### src/rtl/alu_ctrl_mem_unit.sv
// Execution/memory slice for the 16-bit RISC core: registered ALU with compare flags,
// registered instruction decoder and a single-port synchronous data memory.
module alu_ctrl_mem_unit #(
  parameter int DATA_W = 16,
  parameter int MEM_AW = 8
) (
  input  logic                clk,
  input  logic                reset,
  input  logic [DATA_W-1:0]   a,
  input  logic [DATA_W-1:0]   b,
  input  logic [2:0]          opcode,
  input  logic                mode,
  output logic [2*DATA_W-1:0] out_alu,
  output logic                za,
  output logic                zb,
  output logic                eq,
  output logic                gt,
  output logic                lt,
  input  logic [DATA_W-1:0]   instruction,
  output logic [2:0]          control_signals,
  input  logic [DATA_W-1:0]   mem_addr,
  input  logic [DATA_W-1:0]   mem_data_in,
  input  logic                mem_we,
  output logic [DATA_W-1:0]   mem_data_out
);

  localparam int ResW = 2 * DATA_W;
  localparam int PadW = ResW - DATA_W - 1;

  typedef enum logic [2:0] {
    OpAdd = 3'b000, OpSub = 3'b001, OpAnd = 3'b010, OpOr  = 3'b011,
    OpXor = 3'b100, OpNot = 3'b101, OpShl = 3'b110, OpShr = 3'b111
  } baseOp_e;

  typedef enum logic [2:0] {
    OpMul  = 3'b000, OpInc = 3'b001, OpDec  = 3'b010, OpNeg  = 3'b011,
    OpNand = 3'b100, OpNor = 3'b101, OpXnor = 3'b110, OpPass = 3'b111
  } extOp_e;

  // 17-bit arithmetic intermediates; bit DATA_W is the carry or the sign.
  logic [DATA_W:0] sumAb, diffAb, incA, decA, negA;
  assign sumAb  = {1'b0, a} + {1'b0, b};
  assign diffAb = {1'b0, a} - {1'b0, b};
  assign incA   = {1'b0, a} + 1'b1;
  assign decA   = {1'b0, a} - 1'b1;
  assign negA   = '0 - {1'b0, a};

  logic [ResW-1:0] aluNext;
  logic [ResW-1:0] aWide, bWide;
  assign aWide = {{DATA_W{1'b0}}, a};
  assign bWide = {{DATA_W{1'b0}}, b};

  always_comb begin
    // NOTE: default assigned first so no path through the case leaves aluNext unassigned (no latch).
    aluNext = '0;
    if (!mode) begin
      unique case (baseOp_e'(opcode))
        OpAdd: aluNext = {{PadW{1'b0}}, sumAb};
        OpSub: aluNext = {{PadW{diffAb[DATA_W]}}, diffAb};
        OpAnd: aluNext = aWide & bWide;
        OpOr:  aluNext = aWide | bWide;
        OpXor: aluNext = aWide ^ bWide;
        OpNot: aluNext = {{DATA_W{1'b0}}, ~a};
        OpShl: aluNext = aWide << b[3:0];
        OpShr: aluNext = aWide >> b[3:0];
      endcase
    end else begin
      unique case (extOp_e'(opcode))
        OpMul:  aluNext = aWide * bWide;
        OpInc:  aluNext = {{PadW{1'b0}}, incA};
        OpDec:  aluNext = {{PadW{decA[DATA_W]}}, decA};
        OpNeg:  aluNext = {{PadW{negA[DATA_W]}}, negA};
        OpNand: aluNext = {{DATA_W{1'b0}}, ~(a & b)};
        OpNor:  aluNext = {{DATA_W{1'b0}}, ~(a | b)};
        OpXnor: aluNext = {{DATA_W{1'b0}}, ~(a ^ b)};
        OpPass: aluNext = aWide;
      endcase
    end
  end

  // Decoder: only the low nibble selects the instruction class.
  logic [2:0] ctrlNext;
  always_comb begin
    ctrlNext = 3'b000;
    unique case (instruction[3:0]) inside
      4'h1:         ctrlNext = 3'b101;
      4'h2:         ctrlNext = 3'b010;
      [4'h3:4'hB]:  ctrlNext = 3'b100;
      default:      ctrlNext = 3'b000;
    endcase
  end

  logic [DATA_W-1:0] mem [2**MEM_AW];
  logic [MEM_AW-1:0] memIdx;
  assign memIdx = mem_addr[MEM_AW-1:0];

  // NOTE: the array has no reset branch; clearing 256 words is not required and keeps it a plain RAM.
  always_ff @(posedge clk) begin
    if (!reset && mem_we) mem[memIdx] <= mem_data_in;
  end

  // NOTE: non-blocking assignments so every register samples pre-edge values.
  always_ff @(posedge clk) begin
    if (reset) begin
      out_alu         <= '0;
      {za, zb, eq, gt, lt} <= '0;
      control_signals <= '0;
      mem_data_out    <= '0;
    end else begin
      out_alu         <= aluNext;
      za              <= (a == '0);
      zb              <= (b == '0);
      eq              <= (a == b);
      gt              <= (a > b);
      lt              <= (a < b);
      control_signals <= ctrlNext;
      // Write-first: a same-cycle write is forwarded to the read port.
      mem_data_out    <= mem_we ? mem_data_in : mem[memIdx];
    end
  end

endmodule

### config.mk
export PLATFORM = sky130hd
export DESIGN_NAME = alu_ctrl_mem_unit
export DESIGN_NICKNAME = d
export VERILOG_FILES = /design/src/rtl/alu_ctrl_mem_unit.sv
export SDC_FILE = /design/constraint.sdc
export NUM_CORES = 2
export LEC_CHECK = 0
export CORE_ASPECT_RATIO = 1.4
export CORE_UTILIZATION = 45
export DETAILED_ROUTE_END_ITERATION = 6
export DONT_BUFFER_PORTS = 1
export GPL_TIMING_DRIVEN = 0
export PLACE_DENSITY_LB_ADDON = 0.08
export SYNTH_ARGS = -nofsm -noshare
export SYNTH_HDL_FRONTEND = slang
export SYNTH_SLANG_ARGS = --single-unit
### constraint.sdc
create_clock -name clk -period 6.6 [get_ports clk]
set_input_delay 0.66 -clock clk [delete_from_list [all_inputs] [get_ports clk]]
set_output_delay 0.66 -clock clk [all_outputs]
set_load 0.01 [all_outputs]
# Word-level counts from Yosys, hierarchy flattened
# Memories as Yosys holds them, arrays and structs flattened. A register that Yosys moved wholly into a read port is not among the register bits.
# Index checks and enable logic that the tools add are counted.
totals:
  output_inout_bits: 56
  ram_bits: 4096
  register_bits: 40
  elab_cells: 52
  inputBits: 87
  n_memories: 1
memory_table:
  columns: ["memory", "words", "width", "read_ports", "rd_clocked_by_memory_dff", "wr", "line", "rtl"]
  rows:
  - ["mem", 256, 16, 1, 1, 1, "93", "logic [DATA_W-1:0] mem [2**MEM_AW];"]
op_classes:
  mux: 6
  n_lt_le_gt_ge: 4
  n_bitwise: 10
  shifts: 2
  eq_ne: 10
  reduce_logical: 6
  mul: 1
  addsub: 5
op_table:
  columns: ["cell", "n"]
  rows:
  - ["$pmux 32 s8", 2]
  - ["$not 16->16", 4]
  - ["$and 16x16->16", 2]
  - ["$logic_not 16->1", 2]
  - ["$mul 16x16->32", 1]
  - ["$mux 32", 1]
  - ["$or 16x16->16", 2]
  - ["$shl 16x4->32", 1]
  - ["$shr 16x4->32", 1]
  - ["$xor 16x16->16", 2]
  - ["$add 16x1->17 const B", 1]
  - ["$add 16x16->17", 1]
  - ["$sub 1x16->17 const A", 1]
  - ["$sub 16x1->17 const B", 1]
  - ["$sub 16x16->17", 1]
  - ["$eq 16x16->1", 1]
  - ["$gt 16x16->1", 1]
  - ["$lt 16x16->1", 1]
  - ["$eq 3x3->1 const B", 4]
  - ["$pmux 3 s3", 1]
  - ["$eq 3x2->1 const B", 2]
  - ["$eq 4x1->1 const B", 1]
  - ["$eq 4x2->1 const B", 1]
  - ["$ge 4x2->1 const B", 1]
  - ["6 further kinds", 8]

# Longest topological paths before layout
logic_depth:
  word_depth: 4
  depth_mapped: 25
  depth_no_buf: 23

# Least setup slack after synthesis
# OpenSTA, ideal clock, no wires.
synth_path:
  path_kind: "in2reg"
  from: "input b[1]"
  to: "register out_alu[28]"
  stages: 23
  arrival_time_ps: 7053
  setup_slack_ps: -584
  cell_sequence: "clkbuf_1 clkbuf_1 buf_1 buf_1 nand2_1 fa_1 fa_1 fa_1 fa_1 inv_1 fa_1 inv_1 fa_1 inv_1 ha_1 a21oi_1 o21ai_0 or3_1 o21ai_0 o21ai_0 a221oi_1 xor2_1 o22ai_1"
synth_via:
  elab_chain_len: 3
  word_cells_on_any_way: 7
synth_rtl:
  columns: ["item", "line", "rtl"]
  rows:
  - ["start, declared", "10", "input logic [DATA_W-1:0] b,"]
  - ["$mul 16x16->32 (tied with other cells)", "69", "OpMul: aluNext = aWide * bWide;"]
  - ["$pmux 32 s8 (on tied branches)", "68, 57", null]
  - ["$mux 32 *", "56", "if (!mode) begin"]
  - ["end signal, assigned", "110", "out_alu <= aluNext;"]
  - ["end, declared", "13", "output logic [2*DATA_W-1:0] out_alu,"]
# Every way passes the cells marked *; elsewhere a longest branch is shown, timed or not.
# A chain may end at the register's enable or synchronous reset.

==> reports/results.ini <==
[setup_path]
crit_path_cell_trace = buf_2 > buf_2 > buf_2 > buf_2 > buf_2 > mux4_2 > mux2i_1 > o21ai_0 > nor4_1 > nand4_1 > a21oi_1 > a221oi_1
worst_setup_path_start_kind = input port
cpLargestDelayFamily = buffers and inverters
endpoint_required_time_on_the_critical_path_ns = 7.33
critical_path_arrival_ns = 8.26
worstPathBufferInverterCount = 5
crit_fanout = 10
endpoint_kind = flip-flop
timing.setup.critical_path_class = in2reg
crit_path_max_incr_delay_ns = 1.49
crit_path_frequent_cell = sky130_fd_sc_hd__buf_2
crit_start = mem_addr[1]
timing.rr.start = mem[28][11]$_DFFE_PP_
worst_path_max_delay_cell = sky130_fd_sc_hd__nor4_1

[timing]
period_minus_slack_ns = 7.53
setup_viol = 69
slew-limit-headroom_pct = -14.1
maxSlewViolCount = 201
final_min_period_over_clock_period_pct = 114
fin_skew_ns = 0.0643
final_critical_path_setup_slack_ns = -0.928
setup_repair_after_global_routing_missed_its_margin = yes
max_clock_freq_mhz = 133
final-hold-violation-count = 0
timing_worst_slew_pin_value_ns = 1.70

[status]
violated_checks = DRC, capacitance limit, slew limit, setup timing
run_status = complete, but fails checks

[routing]
drtIter0Drc = 20185
wire_per_inst_um = 61.1
wl_met2_um = 402000
drt-vias-per-instance = 7.28
vias = 107166
drc_errors = 1
routed.top_layer = met5
drt-pass1-iter-count = 7
drt.antenna.violating_nets = 0
routed_metal_1_wirelength_um = 279000
route.final.wire_length_um = 899000
routed-wl-met3_um = 108000

[power]
sequential_share_of_power_pct = 45.1
switching_power_uw = 18700
power.switching_fraction_pct = 29.0
power.leakage_uw = 0.0648
clock_power_share_pct = 37.1
comb_power_share_pct = 17.8
vdd_drop_max_mv = 0.319
internal_power_uw = 45700
power-per-cell-area_nw_per_um2 = 320

[logic_synthesis]
commonest_cells_in_the_synthesized_netlist = 4096 x sky130_fd_sc_hd__edfxtp_1, 1234 x sky130_fd_sc_hd__mux4_2, 490 x sky130_fd_sc_hd__nor2_1, 298 x sky130_fd_sc_hd__nand2_1, 272 x sky130_fd_sc_hd__inv_1
synth_nets = 8905
synth_flop_type = sky130_fd_sc_hd__edfxtp_1
synth.most_common_cell = sky130_fd_sc_hd__edfxtp_1
synth_top_area_cell = sky130_fd_sc_hd__edfxtp_1
ys_top_cells_by_area = sky130_fd_sc_hd__edfxtp_1 71%, sky130_fd_sc_hd__mux4_2 16%, sky130_fd_sc_hd__fa_1 2.3%
synth.top_cell.area_share_pct = 71.3
synth-seq-area-share_pct = 72.0
ys_seq_elements = 4152
synthesis.instances = 8467
netlist-cell-type-count = 76
mappedNetlistArea_um2 = 172000
synth.avg_cell_area_um2 = 20.4
synth_edf_count = 4096
yosys_warnings = 0
synth_async_sr_flop_share_pct = 0

[die]
dieArea_um2 = 386000
die_h_um = 734
die_x_um = 525
coreArea_um2 = 381000
initial_utilization_pct = 45.3
top_level_ports = 143
fp-row-count = 268

[layout]
layout.area.seq_um2 = 124000
multi_input_comb_area_um2 = 46300
drive_gt1_share_pct = 29.9
final-instance-count-excl-fill = 14711
finish.instance_area_um2 = 201000
nFillCells = 29933
design.final.nets = 9693
area.growth.synth_to_final_pct = 16.7

[clock_tree]
cts_tree = built
cts_htree_levels = 5
cts-root-to-sink-buffers = 4
clock_sinks = 4152
clkLatencyLatePin_ns = 1.04
cts_made_buffers = 403
clk_slew_on_worst_s_h_paths_ns = 0.06
root_buffer = sky130_fd_sc_hd__clkbuf_16

[placed_design]
port_buffers = 0
placed_cell_area_um2 = 186000
detailedPlacementHpwl_um = 603000
globalplace.congestion = 1.05
post-place-cells = 13776

[global_routing]
number_of_global_route_vias_before_repair = 98736
gr_ovfl_total = 0
grtUsageTotal_pct = 46.5
antenna_found_initial = 118
grt_start_max_net_pins = 243
grt_pass1_wl_um = 1120000

[min_path]
min-delay-path-class = in2reg
worstHoldStart = mem_data_in[13]

[run]
max-cap-violations = 19

per-layer routing:
layer / global-route usage, % / vias to the layer above
li1: - / 36508
met1: 52.7 / 57992
met2: 70.0 / 9883
met3: 13.6 / 2763
met4: 46.1 / 20
met5: 0 / -
timing repair:
action | in CTS | in global routing
hold buffers | 71 | 0
setup endpoints to repair | 470 | 11
gates resized for setup | 81 | 54
hold endpoints to repair | 2110 | 0
buffers inserted | 3 | 8
pin swaps | 2 | 1
state kept, by name, summed over array words and instances (netlist names):
signal           flops
control_signals      3
eq                   1
gt                   1
lt                   1
mem               4096
mem_data_out        16
out_alu             32
za                   1
zb                   1
stage by stage:
step	setup slack (ns)	util [%]	total power, µW	TNS (ns)	hold slack [ns]
2_1_floorplan	0.00590	-	35400	0	0.737
3_3_place_gp	-4.27	46.9	39800	-9444.11	0.739
3_5_place_dp	-2.49	48.8	40000	-1653.24	0.744
4_1_cts	-0.0778	52.7	64000	-0.0778	0.0000458
5_1_grt	-0.00219	52.8	65500	-0.00219	0.0147
6_report	-0.928	52.8	64500	-4.36	0.0438
layout make-up:
class,instances,share of cell area (%)
buffer,497,1.39
antenna,122,0.152
timing repair buffer,396,3.56
clock buffer,496,5.23
multi-input combinational,3519,23.0
inverter,286,0.551
clock inverter,248,1.35
sequential,4152,61.7
tap,4995,3.10
kinds of logic after synthesis:
kind of cell    after synthesis  share of synthesized area, %
compound gates              641                          2.54
xor+xnor                     72                         0.366
fa+ha+maj                   351                          3.40
buf+inv                     796                          2.07
flops                      4152                          72.0
mux                        1392                          17.0
simple gates               1063                          2.61
power by group through the flow:
stage          Combinational, µW  Sequential (µW)  Clock, µW
2_1_floorplan               5790            29600          0
5_1_grt                    11800            29100      24700
3_5_place_dp               10300            29600          0
3_3_place_gp               10200            29600          0
6_report                   11500            29100      23900
4_1_cts                    11100            29100      23800
path summary, 6_finish.rpt:
kind	endpoint	slack, ns	depth (start not counted)
worst max-delay path	mem_data_out[11]$_SDFF_PP0_	-0.93	12
worst min-delay path	mem[211][13]$_DFFE_PP_	0.04	1
worst max register to register	mem_data_out[11]$_SDFF_PP0_	1.86	7
worst min register to register	mem_data_out[13]$_SDFF_PP0_	1.57	5
placed cells by master, fill, tap and decap left out, types with 58 or more instances in the layout:
cell,count
sky130_fd_sc_hd__nor2_2,81
sky130_fd_sc_hd__fa_1,195
sky130_fd_sc_hd__clkbuf_2,102
sky130_fd_sc_hd__buf_8,78
sky130_fd_sc_hd__o21ai_0,91
sky130_fd_sc_hd__nor3_1,59
sky130_fd_sc_hd__mux2i_1,143
sky130_fd_sc_hd__nor2_1,273
sky130_fd_sc_hd__nand2_1,297
sky130_fd_sc_hd__inv_1,269
sky130_fd_sc_hd__ha_1,154
sky130_fd_sc_hd__clkbuf_16,405
sky130_fd_sc_hd__diode_2,122
sky130_fd_sc_hd__clkinv_2,73
sky130_fd_sc_hd__clkinv_1,88
sky130_fd_sc_hd__buf_6,115
sky130_fd_sc_hd__buf_16,89
sky130_fd_sc_hd__edfxtp_1,4096
sky130_fd_sc_hd__buf_2,160
sky130_fd_sc_hd__clkbuf_1,203
sky130_fd_sc_hd__buf_12,122
sky130_fd_sc_hd__nor2_4,137
sky130_fd_sc_hd__mux4_2,1234
sky130_fd_sc_hd__a22oi_1,58
sky130_fd_sc_hd__a21oi_1,133
Note: power is estimated with default switching activity, not from simulation.
